$ cat src/rtl/mc_controller_v2.sv
// Multicycle RV32I control unit: opcode decode, Moore sequencing FSM, mux selects and write strobes.
// Optional memory-wait timeout trap enabled by defining CTRL_TIMEOUT_EN.
//   state    | meaning
//   FETCH    | read instruction, PC += 4
//   DECODE   | precompute OldPC + Imm, dispatch on opcode
//   MEMADR   | A + Imm address
//   MEMREAD  | load access, wait for MemReady
//   MEMWB    | write load data to rd
//   MEMWRITE | store access, wait for MemReady
//   EXECR    | register-register ALU op
//   EXECI    | register-immediate ALU op
//   ALUWB    | write ALUOut to rd
//   BRANCH   | compare, conditional PC write
//   JAL      | PC <= target, ALU forms link
//   JALR1    | PC <= A + Imm
//   JALR2    | ALU forms link
//   LUI      | 0 + Imm
//   AUIPC    | OldPC + Imm
//   TRAP     | sticky illegal/timeout, absorbing until reset
module mc_controller_v2 #(
    parameter int ALUC_W         = 4,
    parameter int TIMEOUT_CYCLES = 15
) (
    input  logic              clk,
    input  logic              reset,
    input  logic [6:0]        op,
    input  logic [2:0]        funct3,
    input  logic              funct7b5,
    input  logic              Zero,
    input  logic              LtS,
    input  logic              LtU,
    input  logic              MemReady,
    output logic [2:0]        ImmSrc,
    output logic [1:0]        ALUSrcA,
    output logic [1:0]        ALUSrcB,
    output logic [1:0]        ResultSrc,
    output logic              AdrSrc,
    output logic [ALUC_W-1:0] ALUControl,
    output logic              MemReq,
    output logic              IRWrite,
    output logic              PCWrite,
    output logic              RegWrite,
    output logic              MemWrite,
    output logic              Trap
);

    typedef enum logic [3:0] {
        S_FETCH, S_DECODE, S_MEMADR, S_MEMREAD, S_MEMWB, S_MEMWRITE,
        S_EXECR, S_EXECI, S_ALUWB, S_BRANCH, S_JAL, S_JALR1, S_JALR2,
        S_LUI, S_AUIPC, S_TRAP
    } state_t;

    localparam logic [6:0] OP_LOAD  = 7'b0000011;
    localparam logic [6:0] OP_STORE = 7'b0100011;
    localparam logic [6:0] OP_R     = 7'b0110011;
    localparam logic [6:0] OP_I     = 7'b0010011;
    localparam logic [6:0] OP_BR    = 7'b1100011;
    localparam logic [6:0] OP_JAL   = 7'b1101111;
    localparam logic [6:0] OP_JALR  = 7'b1100111;
    localparam logic [6:0] OP_LUI   = 7'b0110111;
    localparam logic [6:0] OP_AUIPC = 7'b0010111;

    localparam logic [3:0] A_ADD  = 4'd0;
    localparam logic [3:0] A_SUB  = 4'd1;
    localparam logic [3:0] A_AND  = 4'd2;
    localparam logic [3:0] A_OR   = 4'd3;
    localparam logic [3:0] A_XOR  = 4'd4;
    localparam logic [3:0] A_SLT  = 4'd5;
    localparam logic [3:0] A_SLTU = 4'd6;
    localparam logic [3:0] A_SLL  = 4'd7;
    localparam logic [3:0] A_SRL  = 4'd8;
    localparam logic [3:0] A_SRA  = 4'd9;

    state_t     state, state_next;
    logic [3:0] alu;
    logic       mem_req, ir_w, pc_w, reg_w, mem_w;
    logic       timeout;

    function automatic logic [3:0] alu_dec(input logic [2:0] f3, input logic alt);
        case (f3)
            3'b000:  alu_dec = alt ? A_SUB : A_ADD;
            3'b001:  alu_dec = A_SLL;
            3'b010:  alu_dec = A_SLT;
            3'b011:  alu_dec = A_SLTU;
            3'b100:  alu_dec = A_XOR;
            3'b101:  alu_dec = alt ? A_SRA : A_SRL;
            3'b110:  alu_dec = A_OR;
            default: alu_dec = A_AND;
        endcase
    endfunction

    always_comb begin
        case (op)
            OP_LOAD, OP_I, OP_JALR: ImmSrc = 3'b000;
            OP_STORE:               ImmSrc = 3'b001;
            OP_BR:                  ImmSrc = 3'b010;
            OP_JAL:                 ImmSrc = 3'b011;
            OP_LUI, OP_AUIPC:       ImmSrc = 3'b100;
            default:                ImmSrc = 3'b000;
        endcase
    end

`ifdef CTRL_TIMEOUT_EN
    localparam int CNT_W = (TIMEOUT_CYCLES < 1) ? 1 : $clog2(TIMEOUT_CYCLES + 1);
    logic [CNT_W-1:0] wait_cnt;
    logic             waiting;

    assign waiting = (state == S_FETCH) || (state == S_MEMREAD) || (state == S_MEMWRITE);
    assign timeout = waiting && !MemReady && (wait_cnt == CNT_W'(TIMEOUT_CYCLES));

    // Any state change clears the count, so each wait state starts from zero on entry.
    always_ff @(posedge clk) begin
        if (!reset)
            wait_cnt <= '0;
        else if (state_next != state)
            wait_cnt <= '0;
        else if (waiting && !MemReady)
            wait_cnt <= wait_cnt + 1'b1;
    end
`else
    localparam bit TIMEOUT_OFF = (TIMEOUT_CYCLES >= 0);
    assign timeout = !TIMEOUT_OFF;
`endif

    always_ff @(posedge clk) begin
        if (!reset)
            state <= S_FETCH;
        else
            state <= state_next;
    end

    always_comb begin
        state_next = state;
        ALUSrcA    = 2'b00;
        ALUSrcB    = 2'b00;
        ResultSrc  = 2'b00;
        AdrSrc     = 1'b0;
        alu        = A_ADD;
        mem_req    = 1'b0;
        ir_w       = 1'b0;
        pc_w       = 1'b0;
        reg_w      = 1'b0;
        mem_w      = 1'b0;
        case (state)
            S_FETCH: begin
                mem_req   = 1'b1;
                ALUSrcB   = 2'b10;
                ResultSrc = 2'b10;
                if (timeout) begin
                    state_next = S_TRAP;
                end else if (MemReady) begin
                    ir_w       = 1'b1;
                    pc_w       = 1'b1;
                    state_next = S_DECODE;
                end
            end
            S_DECODE: begin
                ALUSrcA = 2'b01;
                ALUSrcB = 2'b01;
                case (op)
                    OP_LOAD, OP_STORE: state_next = S_MEMADR;
                    OP_R:              state_next = S_EXECR;
                    OP_I:              state_next = S_EXECI;
                    OP_BR:             state_next = S_BRANCH;
                    OP_JAL:            state_next = S_JAL;
                    OP_JALR:           state_next = S_JALR1;
                    OP_LUI:            state_next = S_LUI;
                    OP_AUIPC:          state_next = S_AUIPC;
                    default:           state_next = S_TRAP;
                endcase
            end
            S_MEMADR: begin
                ALUSrcA    = 2'b10;
                ALUSrcB    = 2'b01;
                state_next = op[5] ? S_MEMWRITE : S_MEMREAD;
            end
            S_MEMREAD: begin
                mem_req = 1'b1;
                AdrSrc  = 1'b1;
                if (timeout)
                    state_next = S_TRAP;
                else if (MemReady)
                    state_next = S_MEMWB;
            end
            S_MEMWB: begin
                ResultSrc  = 2'b01;
                reg_w      = 1'b1;
                state_next = S_FETCH;
            end
            S_MEMWRITE: begin
                mem_req = 1'b1;
                mem_w   = !timeout;
                AdrSrc  = 1'b1;
                if (timeout)
                    state_next = S_TRAP;
                else if (MemReady)
                    state_next = S_FETCH;
            end
            S_EXECR: begin
                ALUSrcA    = 2'b10;
                alu        = alu_dec(funct3, funct7b5);
                state_next = S_ALUWB;
            end
            S_EXECI: begin
                ALUSrcA    = 2'b10;
                ALUSrcB    = 2'b01;
                alu        = alu_dec(funct3, funct7b5 && (funct3 == 3'b101));
                state_next = S_ALUWB;
            end
            S_ALUWB: begin
                reg_w      = 1'b1;
                state_next = S_FETCH;
            end
            S_BRANCH: begin
                ALUSrcA    = 2'b10;
                alu        = A_SUB;
                state_next = S_FETCH;
                case (funct3)
                    3'b000:  pc_w = Zero;
                    3'b001:  pc_w = !Zero;
                    3'b100:  pc_w = LtS;
                    3'b101:  pc_w = !LtS;
                    3'b110:  pc_w = LtU;
                    3'b111:  pc_w = !LtU;
                    default: state_next = S_TRAP;
                endcase
            end
            S_JAL: begin
                ALUSrcA    = 2'b01;
                ALUSrcB    = 2'b10;
                pc_w       = 1'b1;
                state_next = S_ALUWB;
            end
            S_JALR1: begin
                ALUSrcA    = 2'b10;
                ALUSrcB    = 2'b01;
                ResultSrc  = 2'b10;
                pc_w       = 1'b1;
                state_next = S_JALR2;
            end
            S_JALR2: begin
                ALUSrcA    = 2'b01;
                ALUSrcB    = 2'b10;
                state_next = S_ALUWB;
            end
            S_LUI: begin
                ALUSrcA    = 2'b11;
                ALUSrcB    = 2'b01;
                state_next = S_ALUWB;
            end
            S_AUIPC: begin
                ALUSrcA    = 2'b01;
                ALUSrcB    = 2'b01;
                state_next = S_ALUWB;
            end
            default: state_next = S_TRAP;
        endcase
    end

    assign ALUControl = ALUC_W'(alu);

    // Reset is applied combinationally too, so nothing fires while it is held low.
    assign MemReq   = mem_req & reset;
    assign IRWrite  = ir_w    & reset;
    assign PCWrite  = pc_w    & reset;
    assign RegWrite = reg_w   & reset;
    assign MemWrite = mem_w   & reset;
    assign Trap     = (state == S_TRAP) & reset;

endmodule

$ cat config.mk
export PLATFORM = sky130hd
export DESIGN_NAME = mc_controller_v2
export DESIGN_NICKNAME = d
export VERILOG_FILES = /design/src/rtl/mc_controller_v2.sv
export SDC_FILE = /design/constraint.sdc
export NUM_CORES = 1
export LEC_CHECK = 0
export ABC_AREA = 1
export BUFFER_PORTS_ARGS = -buffer_cell sky130_fd_sc_hd__buf_2
export CORE_UTILIZATION = 35
export DETAILED_ROUTE_END_ITERATION = 12
export SYNTH_ARGS = -nofsm -noshare
export SYNTH_HDL_FRONTEND = slang
export SYNTH_SLANG_ARGS = --single-unit
$ cat constraint.sdc
create_clock -name clk -period 1.5 [get_ports clk]
set_input_delay 0 -clock clk [delete_from_list [all_inputs] [get_ports clk]]
set_output_delay 0 -clock clk [all_outputs]
set_load 0.01 [all_outputs]
==> results.json <==
{
  "status": "complete, no violations",
  "gr-total-overflow": 0,
  "seq_area_frac_synth_pct": 10.0,
  "clock_sinks": 4,
  "crit_path_end_kind": "primary output",
  "setup_violations": 0,
  "ys_types": 22,
  "arrival_ns": 1.39,
  "required_ns": 1.50,
  "ant_nets": 0,
  "largest_register_ffs": 4,
  "die_x_um": 49.8,
  "slew_headroom_pct": 83.4,
  "syn_avg_cell_area_um2": 5.06,
  "p_sw_uw": 1010,
  "post-route-util_pct": 53.0,
  "grt_pass1_wl_mm": 3.87,
  "first_iter_violations": 32,
  "grt_usage_pct": 19.5,
  "drc": 0,
  "insertion_delay_ns": 0.23,
  "syn-num-nets": 175,
  "fmax_mhz": 718,
  "nFillCells": 231,
  "leakage_uw": 0.000619,
  "reg_top3": "state (4)",
  "ys_warn_count": 0,
  "hold_class": "input pin to register",
  "cts_buffers": 3,
  "layout.nets": 218,
  "place_congestion": 0.915,
  "final_hold_viol_count": 0,
  "drive_gt1_share_pct": 32.2,
  "routed_wl_mm": 2.39,
  "num_vias": 1138,
  "path_class": "register to primary output",
  "p_clk_share_pct": 7.2,
  "cp.buffers_inverters": 3,
  "top_register": "state",
  "die_h_um": 49.8,
  "h-tree-depth": 1,
  "seq_power_share_pct": 18.1,
  "synth_area_um2": 800,
  "worst_setup_path_start_kind": "register",
  "synth-seq-cells": 4,
  "firstDrtPassIters": 4,
  "crit_fanout": 5,
  "place_inst": 221,
  "slew_violations": 0,
  "p_int_uw": 801,
  "tightest_slew_ns": 0.247,
  "cap_viol_max_count": 0,
  "num_io_pins": 37,
  "wire_per_inst_um": 10.6,
  "start_util_pct": 38.8,
  "clock-root-buffer": "clkbuf_4",
  "cp_cell_sequence": "inv_2, nor2_4, nand2_2, buf_4, a211oi_1, buf_2",
  "max_stage_delay_ns": 0.36,
  "cts_tree": "built",
  "antenna_found_initial": 0,
  "fin_cells": 226,
  "syn_inst": 158,
  "clockBufferDepth": 2,
  "cts_hold_buf": 0,
  "layout_min_cycle_time_ns": 1.39,
  "path_delay_family": "buffers and inverters",
  "peakVddDrop_mv": 1.08,
  "cts.clk_slew.worst_paths_ns": 0.04,
  "n_antenna_cell": 0,
  "dp_hpwl_mm": 1.85,
  "switching_share_pct": 55.8,
  "grt_pass1_vias": 977,
  "rows": 16,
  "syn_to_final_growth_pct": 36.6,
  "skew_ns": 0.000681,
  "total_power_uw": 1810,
  "core_area_mm2": 0.00206,
  "power_density_mw_per_mm2": 1660,
  "vias_per_cell": 5.04,
  "die-area_mm2": 0.00248,
  "slowest_stage": "dfxtp_4",
  "grt_max_degree": 11,
  "io_buffers": 36,
  "combPwrFrac_pct": 74.7,
  "min_period_over_period_pct": 92.8
}
[tightest hold or removal path: stages]
cell and delay [ns]:
buf_2 0.13, o21ai_0 0.07, a21oi_1 0.04
[stage by stage]
stage               hold WS (ns)  setup WS, ns   TNS, ns  area, um2
finish                    0.0487         0.107         0       1090
global route              0.0475      -0.00376  -0.00629       1090
CTS                       0.0448       0.00421         0       1040
floorplan                 0.0832         0.329         0        800
global placement           0.293         0.130         0       1010
detailed placement         0.293         0.107         0       1010
[worst paths after layout]
path / end / from / depth (start not counted) / slack, ns
max: ALUControl[1] / state[2] / 6 / 0.11
min: state[2] / reset / 3 / 0.05
max reg2reg: state[1] / state[2] / 8 / 0.18
min reg2reg: state[2] / state[2] / 2 / 0.59
[what timing repair did]
item	CTS	global route
gates cloned	0	0
endpoints found under the setup margin	4	7
setup buffers	0	2
resized for setup	3	13
pin swaps	0	1
[layer usage]
layer / up-vias / share of wire [%] / GRT usage, %
li1: 593 / - / -
met2: 33 / 50 / 34.5
met3: 2 / 4.0 / 1.23
met4: 0 / 0.71 / 5.71
met5: - / 0 / 0
met1: 510 / 46 / 24.9
[power groups by stage]
stage               clock network [uW]  registers, uW  logic (uW)
finish                             130            328        1350
floorplan                            0            228         912
detailed placement                   0            279        1230
CTS                                138            284        1240
global placement                     0            278        1240
global route                       152            340        1510
[area by class of cell]
class                   instances  area [um2]  share of cell area [%]
flip-flops and latches          4        92.6                    8.48
clock buffers                   3        22.5                    2.06
well taps                      27        33.8                    3.09
inverters                      29         109                    9.97
multi-input cells             124         632                    57.8
repair buffers                 39         203                    18.6
[synthesized netlist by cell type]
cell type | n | area [um2]
buf_4 | 1 | 7.51
dfxtp_1 | 4 | 80.1
o21ai_0 | 12 | 60.1
o21bai_1 | 1 | 7.51
nor2_4 | 3 | 33.8
nand3_2 | 2 | 20.0
nand4_1 | 2 | 12.5
a31oi_1 | 1 | 6.26
inv_2 | 1 | 3.75
nor2_1 | 27 | 101
nor3_1 | 3 | 15.0
nor4_1 | 1 | 6.26
nor2_2 | 2 | 12.5
inv_1 | 28 | 105
a21oi_1 | 11 | 55.1
nand2_2 | 4 | 25.0
nand4_2 | 1 | 12.5
nand3_1 | 17 | 85.1
o21a_1 | 1 | 7.51
a211oi_1 | 1 | 7.51
nand2_1 | 34 | 128
o211ai_1 | 1 | 7.51
[cell families (layout without fill, tap and decap cells)]
logic type | count (synthesis) | in the layout | synth area share [%]
AOI/OAI and AO/OA | 28 | 28 | 18.9
and+or+nand+nor | 96 | 96 | 56.5
buffers and inverters | 30 | 71 | 14.6
DFF | 4 | 4 | 10.0
[cells in the final DEF (no fill, tap or decap), drive strengths merged]
master,count
inv,29
a31oi,1
nor2,32
buf,39
nand2,38
a211oi,1
a21oi,11
dfxtp,4
nor4,1
o21ai,12
o21bai,1
o21a,1
clkbuf,3
nor3,3
nand4,3
o211ai,1
nand3,19
Power figures use the tool's default switching activity.
